$ cat config.mk
export PLATFORM = sky130hd
export DESIGN_NAME = beat_sequencer
export DESIGN_NICKNAME = d
export VERILOG_FILES = /design/src/rtl/beat_sequencer_pkg.sv /design/src/rtl/beat_sequencer_bell_tone_gen.sv /design/src/rtl/beat_sequencer.sv
export SDC_FILE = /design/constraint.sdc
export NUM_CORES = 1
export LEC_CHECK = 0
export CAP_MARGIN = 30
export CORE_MARGIN = 3
export CORE_UTILIZATION = 62
export CTS_CLUSTER_SIZE = 16
export DETAILED_ROUTE_END_ITERATION = 10
export GPL_ROUTABILITY_DRIVEN = 1
export PLACE_DENSITY = 0.81
export SLEW_MARGIN = 20
export SYNTH_ARGS = -nofsm -noshare
export SYNTH_HDL_FRONTEND = slang
export SYNTH_SLANG_ARGS = --single-unit
$ cat constraint.sdc
create_clock -name clk -period 7 [get_ports clk]
set_input_delay 1.4 -clock clk [delete_from_list [all_inputs] [get_ports clk]]
set_output_delay 1.4 -clock clk [all_outputs]
set_load 0.02 [all_outputs]
$ cat src/rtl/beat_sequencer_pkg.sv
// beat_sequencer_pkg: shared widths, clamp bounds, state encoding and bar-length sanitiser
package beat_sequencer_pkg;

    localparam int ACC_W = 34;
    localparam int BPM_MIN_DEF = 30;
    localparam int BPM_MAX_DEF = 250;
    localparam logic [3:0] BPB_MAX = 4'd9;

    typedef enum logic [1:0] {
        IDLE,
        START,
        RUN
    } state_t;

    // 0 means a one-beat bar; anything past nine is capped at nine
    function automatic logic [3:0] sanitize_bpb(input logic [3:0] b);
        return (b == 4'd0) ? 4'd1 : (b > BPB_MAX) ? BPB_MAX : b;
    endfunction

endpackage

$ cat src/rtl/beat_sequencer_bell_tone_gen.sv
// beat_sequencer_bell_tone_gen: gated square-wave burst generator driving the bell pin
module beat_sequencer_bell_tone_gen #(
    parameter int BELL_CYC    = 5_000_000,
    parameter int TONE_HALF   = 50_000,
    parameter int ACCENT_HALF = 25_000
) (
    input  logic clk,
    input  logic rst,
    input  logic start,
    input  logic clr,
    input  logic hi,
    output logic bell
);

    localparam int CW   = $clog2(BELL_CYC + 1);
    localparam int HMAX = (TONE_HALF > ACCENT_HALF) ? TONE_HALF : ACCENT_HALF;
    localparam int HW   = $clog2(HMAX + 1);
    localparam logic [CW-1:0] BELL_LD = CW'(BELL_CYC);
    localparam logic [HW-1:0] TONE_H  = HW'(TONE_HALF);
    localparam logic [HW-1:0] ACC_H   = HW'(ACCENT_HALF);

    logic [CW-1:0] bell_cnt;
    logic [HW-1:0] tone_cnt;
    logic [HW-1:0] half;

    // a start reloads the burst (restart, never extend); the divider toggles bell until the burst runs out
    always_ff @(posedge clk) begin
        if (rst || clr) begin
            bell_cnt <= '0;
            tone_cnt <= '0;
            half     <= '0;
            bell     <= 1'b0;
        end else if (start) begin
            bell_cnt <= BELL_LD;
            tone_cnt <= '0;
            half     <= hi ? ACC_H : TONE_H;
            bell     <= 1'b1;
        end else if (bell_cnt != '0) begin
            bell_cnt <= bell_cnt - 1'b1;
            if (bell_cnt == CW'(1)) begin
                bell <= 1'b0;
            end else if (tone_cnt + 1'b1 == half) begin
                tone_cnt <= '0;
                bell     <= ~bell;
            end else begin
                tone_cnt <= tone_cnt + 1'b1;
            end
        end
    end

endmodule

$ cat src/rtl/beat_sequencer.sv
// beat_sequencer: turns a BPM value into beat instants, tracks bar position and gates the bell tone
module beat_sequencer
    import beat_sequencer_pkg::*;
#(
    parameter int CLK_HZ      = 100_000_000,
    parameter int BPM_MIN     = BPM_MIN_DEF,
    parameter int BPM_MAX     = BPM_MAX_DEF,
    parameter int BELL_CYC    = CLK_HZ / 20,
    parameter int TONE_HALF   = CLK_HZ / 2000,
    parameter int ACCENT_HALF = CLK_HZ / 4000
) (
    input  logic       clk,
    input  logic       rst,
    input  logic [7:0] speed,
    input  logic       play,
    input  logic [3:0] beats_per_bar,
    output logic       bell,
    output logic       beat_tick,
    output logic       accent,
    output logic [3:0] beat_idx,
    output logic       running
);

    localparam logic [ACC_W:0] THRESH = (ACC_W + 1)'(64'd60 * 64'(CLK_HZ));
    localparam logic [7:0] BMIN = 8'(BPM_MIN);
    localparam logic [7:0] BMAX = 8'(BPM_MAX);

    state_t state, state_n;
    logic [ACC_W-1:0] acc;
    logic [ACC_W:0]   sum;
    logic [7:0]       bpm_c;
    logic [3:0]       pos;
    logic [3:0]       bpb_lat;
    logic [3:0]       strike;
    logic [3:0]       bar_len;
    logic             acc_hit;
    logic             beat_ev;
    logic             stop;
    logic             wrap;

    // tempo clamp and one accumulator step, both evaluated every cycle
    always_comb begin
        bpm_c   = (speed < BMIN) ? BMIN : (speed > BMAX) ? BMAX : speed;
        sum     = {1'b0, acc} + (ACC_W + 1)'(bpm_c);
        acc_hit = sum >= THRESH;
    end

    // START always strikes beat 0 of a freshly latched bar; otherwise strike the pending position
    always_comb begin
        strike  = (state == START) ? 4'd0 : pos;
        bar_len = (state == START) ? sanitize_bpb(beats_per_bar) : bpb_lat;
        wrap    = strike == bar_len - 1'b1;
    end

    // next state and beat event; a stop in RUN suppresses any coincident accumulator beat
    always_comb begin
        state_n = state;
        beat_ev = 1'b0;
        stop    = 1'b0;
        case (state)
            IDLE:  state_n = play ? START : IDLE;
            START: begin
                state_n = RUN;
                beat_ev = 1'b1;
            end
            RUN: begin
                state_n = play ? RUN : IDLE;
                stop    = ~play;
                beat_ev = play & acc_hit;
            end
            default: state_n = IDLE;
        endcase
    end

    // state register
    always_ff @(posedge clk) begin
        if (rst) state <= IDLE;
        else state <= state_n;
    end

    // phase accumulator: zeroed on START, steps by the clamped tempo while running
    always_ff @(posedge clk) begin
        if (rst || state == START) acc <= '0;
        else if (state == RUN && play) acc <= ACC_W'(acc_hit ? sum - THRESH : sum);
    end

    // registered beat outputs; bar length only reloads at the bar boundary
    always_ff @(posedge clk) begin
        if (rst) begin
            beat_tick <= 1'b0;
            accent    <= 1'b0;
            beat_idx  <= 4'd0;
            pos       <= 4'd0;
            bpb_lat   <= 4'd1;
        end else begin
            beat_tick <= beat_ev;
            accent    <= beat_ev && strike == 4'd0;
            if (beat_ev) begin
                beat_idx <= strike;
                pos      <= wrap ? 4'd0 : strike + 4'd1;
                if (wrap || state == START) bpb_lat <= sanitize_bpb(beats_per_bar);
            end
        end
    end

    assign running = state == RUN;

    beat_sequencer_bell_tone_gen #(
        .BELL_CYC   (BELL_CYC),
        .TONE_HALF  (TONE_HALF),
        .ACCENT_HALF(ACCENT_HALF)
    ) bell_tone_gen (
        .clk  (clk),
        .rst  (rst),
        .start(beat_ev),
        .clr  (stop),
        .hi   (strike == 4'd0),
        .bell (bell)
    );

endmodule

==> out/results.txt <==
Antenna Cells = 0
CP Capture Type = flop
Clock Skews = 0.00757 ns
max_cap viols = 0
Relative slew margins = 44.5%
Worst-Skew Late Latency = 0.39 ns
die height = 108 microns
fin nets = 902
post-route cell area = 7030 sq um
post-synth cell types = 77
Detailed Route Iter0 Violations = 673
RePlAce Congestion = 0.983
final core occ = 70.3%
core area = 10000 sq um
Crit Path Category = input port to flop
Data arrival, critical path = 6.93 ns
status = finished, final reports clean
Crit path required time = 7.31 ns
FFs w/ async S/R, synth = 0%
Num CTS Buffers = 9
ranking of synthesized cells by area = dfxtp_1 29%, a21oi_1 6.5%, xnor2_1 6.1%, nor2_1 5.4%, nand2_1 4.9%
Tmin final = 6.62 ns
share of the synthesized area in the top cell type = 28.7%
Die ar. = 11700 sq um
Longest Clk Path Bufs = 2
final hold vios = 0
Root Buffer = clkbuf_8
Buffers on Ports = 22
syn_nets = 897
clock net sink count = 93
gr usage total = 30.4%
syn avg cell area = 7.53 sq um
Hold Crit Depth = 2
Ys Warns = 0
I/O pin count = 23
CP Max Fanout = 18
Wirelength per Cell = 16.8 microns
Seq cells post-synth = 93
vias per cell = 6.40
crit share post-route = 94.6%
Die Wd = 108 microns
CTS resizes = 0
Reg clk slew, reported paths = 0.10 ns
max-slew violation count = 0
Rows = 36
placed inst area = 6840 sq um
mapped cell area = 6490 sq um
worst r2r path cells = 15
postcts setup bufs = 0
Hold Path Class = flop to flop
number of enable flip-flop cells after synthesis = 0
Power Density = 214 nW/um^2
Synth area leader = dfxtp_1
first-pass GRT wire length = 28.9 mm
Commonest cells post-synth = 93 x dfxtp_1, 93 x nor2_1, 84 x a21oi_1, 84 x nand2_1, 50 x o21ai_0
minimum hold slack = 0.472 ns
vias after detailed routing = 6442
Main synth FF type = dfxtp_1
Initial Util = 65.0%
vias in the first global route = 5937
initial antenna violation count = 0
Final ANT Viol Nets = 0
crit start category = input port
Max VDD drop = 0.322 mV
TritonCTS clock tree = built
RSZ-0062 raised after global routing = false
measured slew at the worst slew-check pin = 0.830 ns
Leakage = 0.00254 uW
count of final setup violators = 0
number of remaining DRC errors = 0
Area growth syn-to-layout = 8.23%
Mapped Cells = 863
DRT Pass-1 Iters = 5
PnR Total Power = 1500 uW
Seq/Total Area, Yosys = 28.7%
# hold bufs at CTS = 0
largest net degree at the start of global routing = 41
dpl hpwl = 12.4 mm
proportion of layout cells with a drive suffix above 1 = 8.48%
H-tree Lvls = 3
Routed WL = 16.9 mm
grt ovf = 0
maximum clock rate = 151 MHz
-- area by class of cell --
type | instances | area, sq um
flip-flops and latches | 93 | 1860
repair buffers | 41 | 375
clock inverters | 7 | 67.6
well taps | 133 | 166
fillers | 865 | 2970
clock buffers | 9 | 124
inverters | 21 | 78.8
multi-input cells | 702 | 4360
-- metal layers --
metal | global-route usage (%) | up-vias | wire, microns
met5 | 0 | - | 0
met4 | 7.84 | 0 | 325
met3 | 6.57 | 40 | 1360
met2 | 48.8 | 271 | 7680
met1 | 41.8 | 3015 | 7530
li1 | - | 3116 | -
-- flip-flops by register name, indices dropped and copies added (netlist names) --
| register | flops |
|---|---|
| bell_tone_gen.half | 3 |
| bell_tone_gen.bell_cnt | 23 |
| bell_tone_gen.tone_cnt | 16 |
| state | 2 |
| beat_idx | 4 |
| acc | 34 |
| bpb_lat | 4 |
| beat_tick | 1 |
| pos | 4 |
| accent | 1 |
| bell_tone_gen.bell | 1 |
-- final timing paths --
path	to	startpoint	slack, ns
setup / recovery	beat_idx[2]	speed[2]	0.38
hold / removal	acc[7]	acc[7]	0.47
setup reg to reg	beat_idx[2]	acc[0]	2.03
hold reg to reg	acc[7]	acc[7]	0.47
-- critical path, stage by stage --
cell and delay (ns):
clkdlybuf4s50_1 0.58, nand4_1 0.12, a21oi_1 0.17, o21a_1 0.13, ha_1 0.20, fa_1 0.26, a211oi_1 0.13, o211a_2 0.30
or3_1 0.45, nor3_1 0.47, xor2_1 0.24, or4b_2 0.65, or4_4 0.51, a21o_4 0.21, a21oi_4 0.23, o21ai_4 0.13
buf_4 0.25, or3_1 0.32, a21oi_1 0.15
-- layout by cell type, fill, tap and decap left out, types with 13 or more instances in the layout --
master / netlist / layout
nand2_1: 84 / 84
or2_2: 17 / 17
xnor2_1: 45 / 45
nor4_1: 17 / 17
nor2_1: 93 / 93
a21oi_1: 84 / 84
nand3_1: 33 / 33
xor2_1: 32 / 32
ha_1: 18 / 18
dfxtp_1: 93 / 93
inv_1: 21 / 21
nor3_1: 33 / 33
o21ai_0: 50 / 50
clkdlybuf4s50_1: 0 / 22
and3_1: 13 / 13
or3_1: 23 / 23
buf_4: 0 / 18
-- per-stage QoR --
stage | worst slack, ns | setup TNS, ns | cells
after floorplan | 0.835 | 0 | 863
after global placement | 0.0733 | 0 | 990
after detailed placement | -0.0219 | -0.0219 | 990
after CTS | 0.407 | 0 | 1006
after global routing | 0.0869 | 0 | 1006
final | 0.381 | 0 | 1006
-- power breakdown --
part / internal, uW / total [uW] / switching, uW
Sequential: 590 / 645 / 55.6
Combinational: 194 / 498 / 304
Clock: 138 / 361 / 223
Total: 922 / 1500 / 583
-- logic make-up (layout without fill, tap and decap cells) --
family	after synthesis	count (layout)	synth area share, %
AOI/OAI and AO/OA	225	225	22.4
xor gates and xnor gates	77	77	10.4
adders and majority gates	19	19	3.78
muxes	11	11	1.73
and+or+nand+nor	370	370	28.8
DFF	93	93	28.7
buffers and inverters	68	78	4.28
Note: power is estimated with default switching activity, not from simulation.
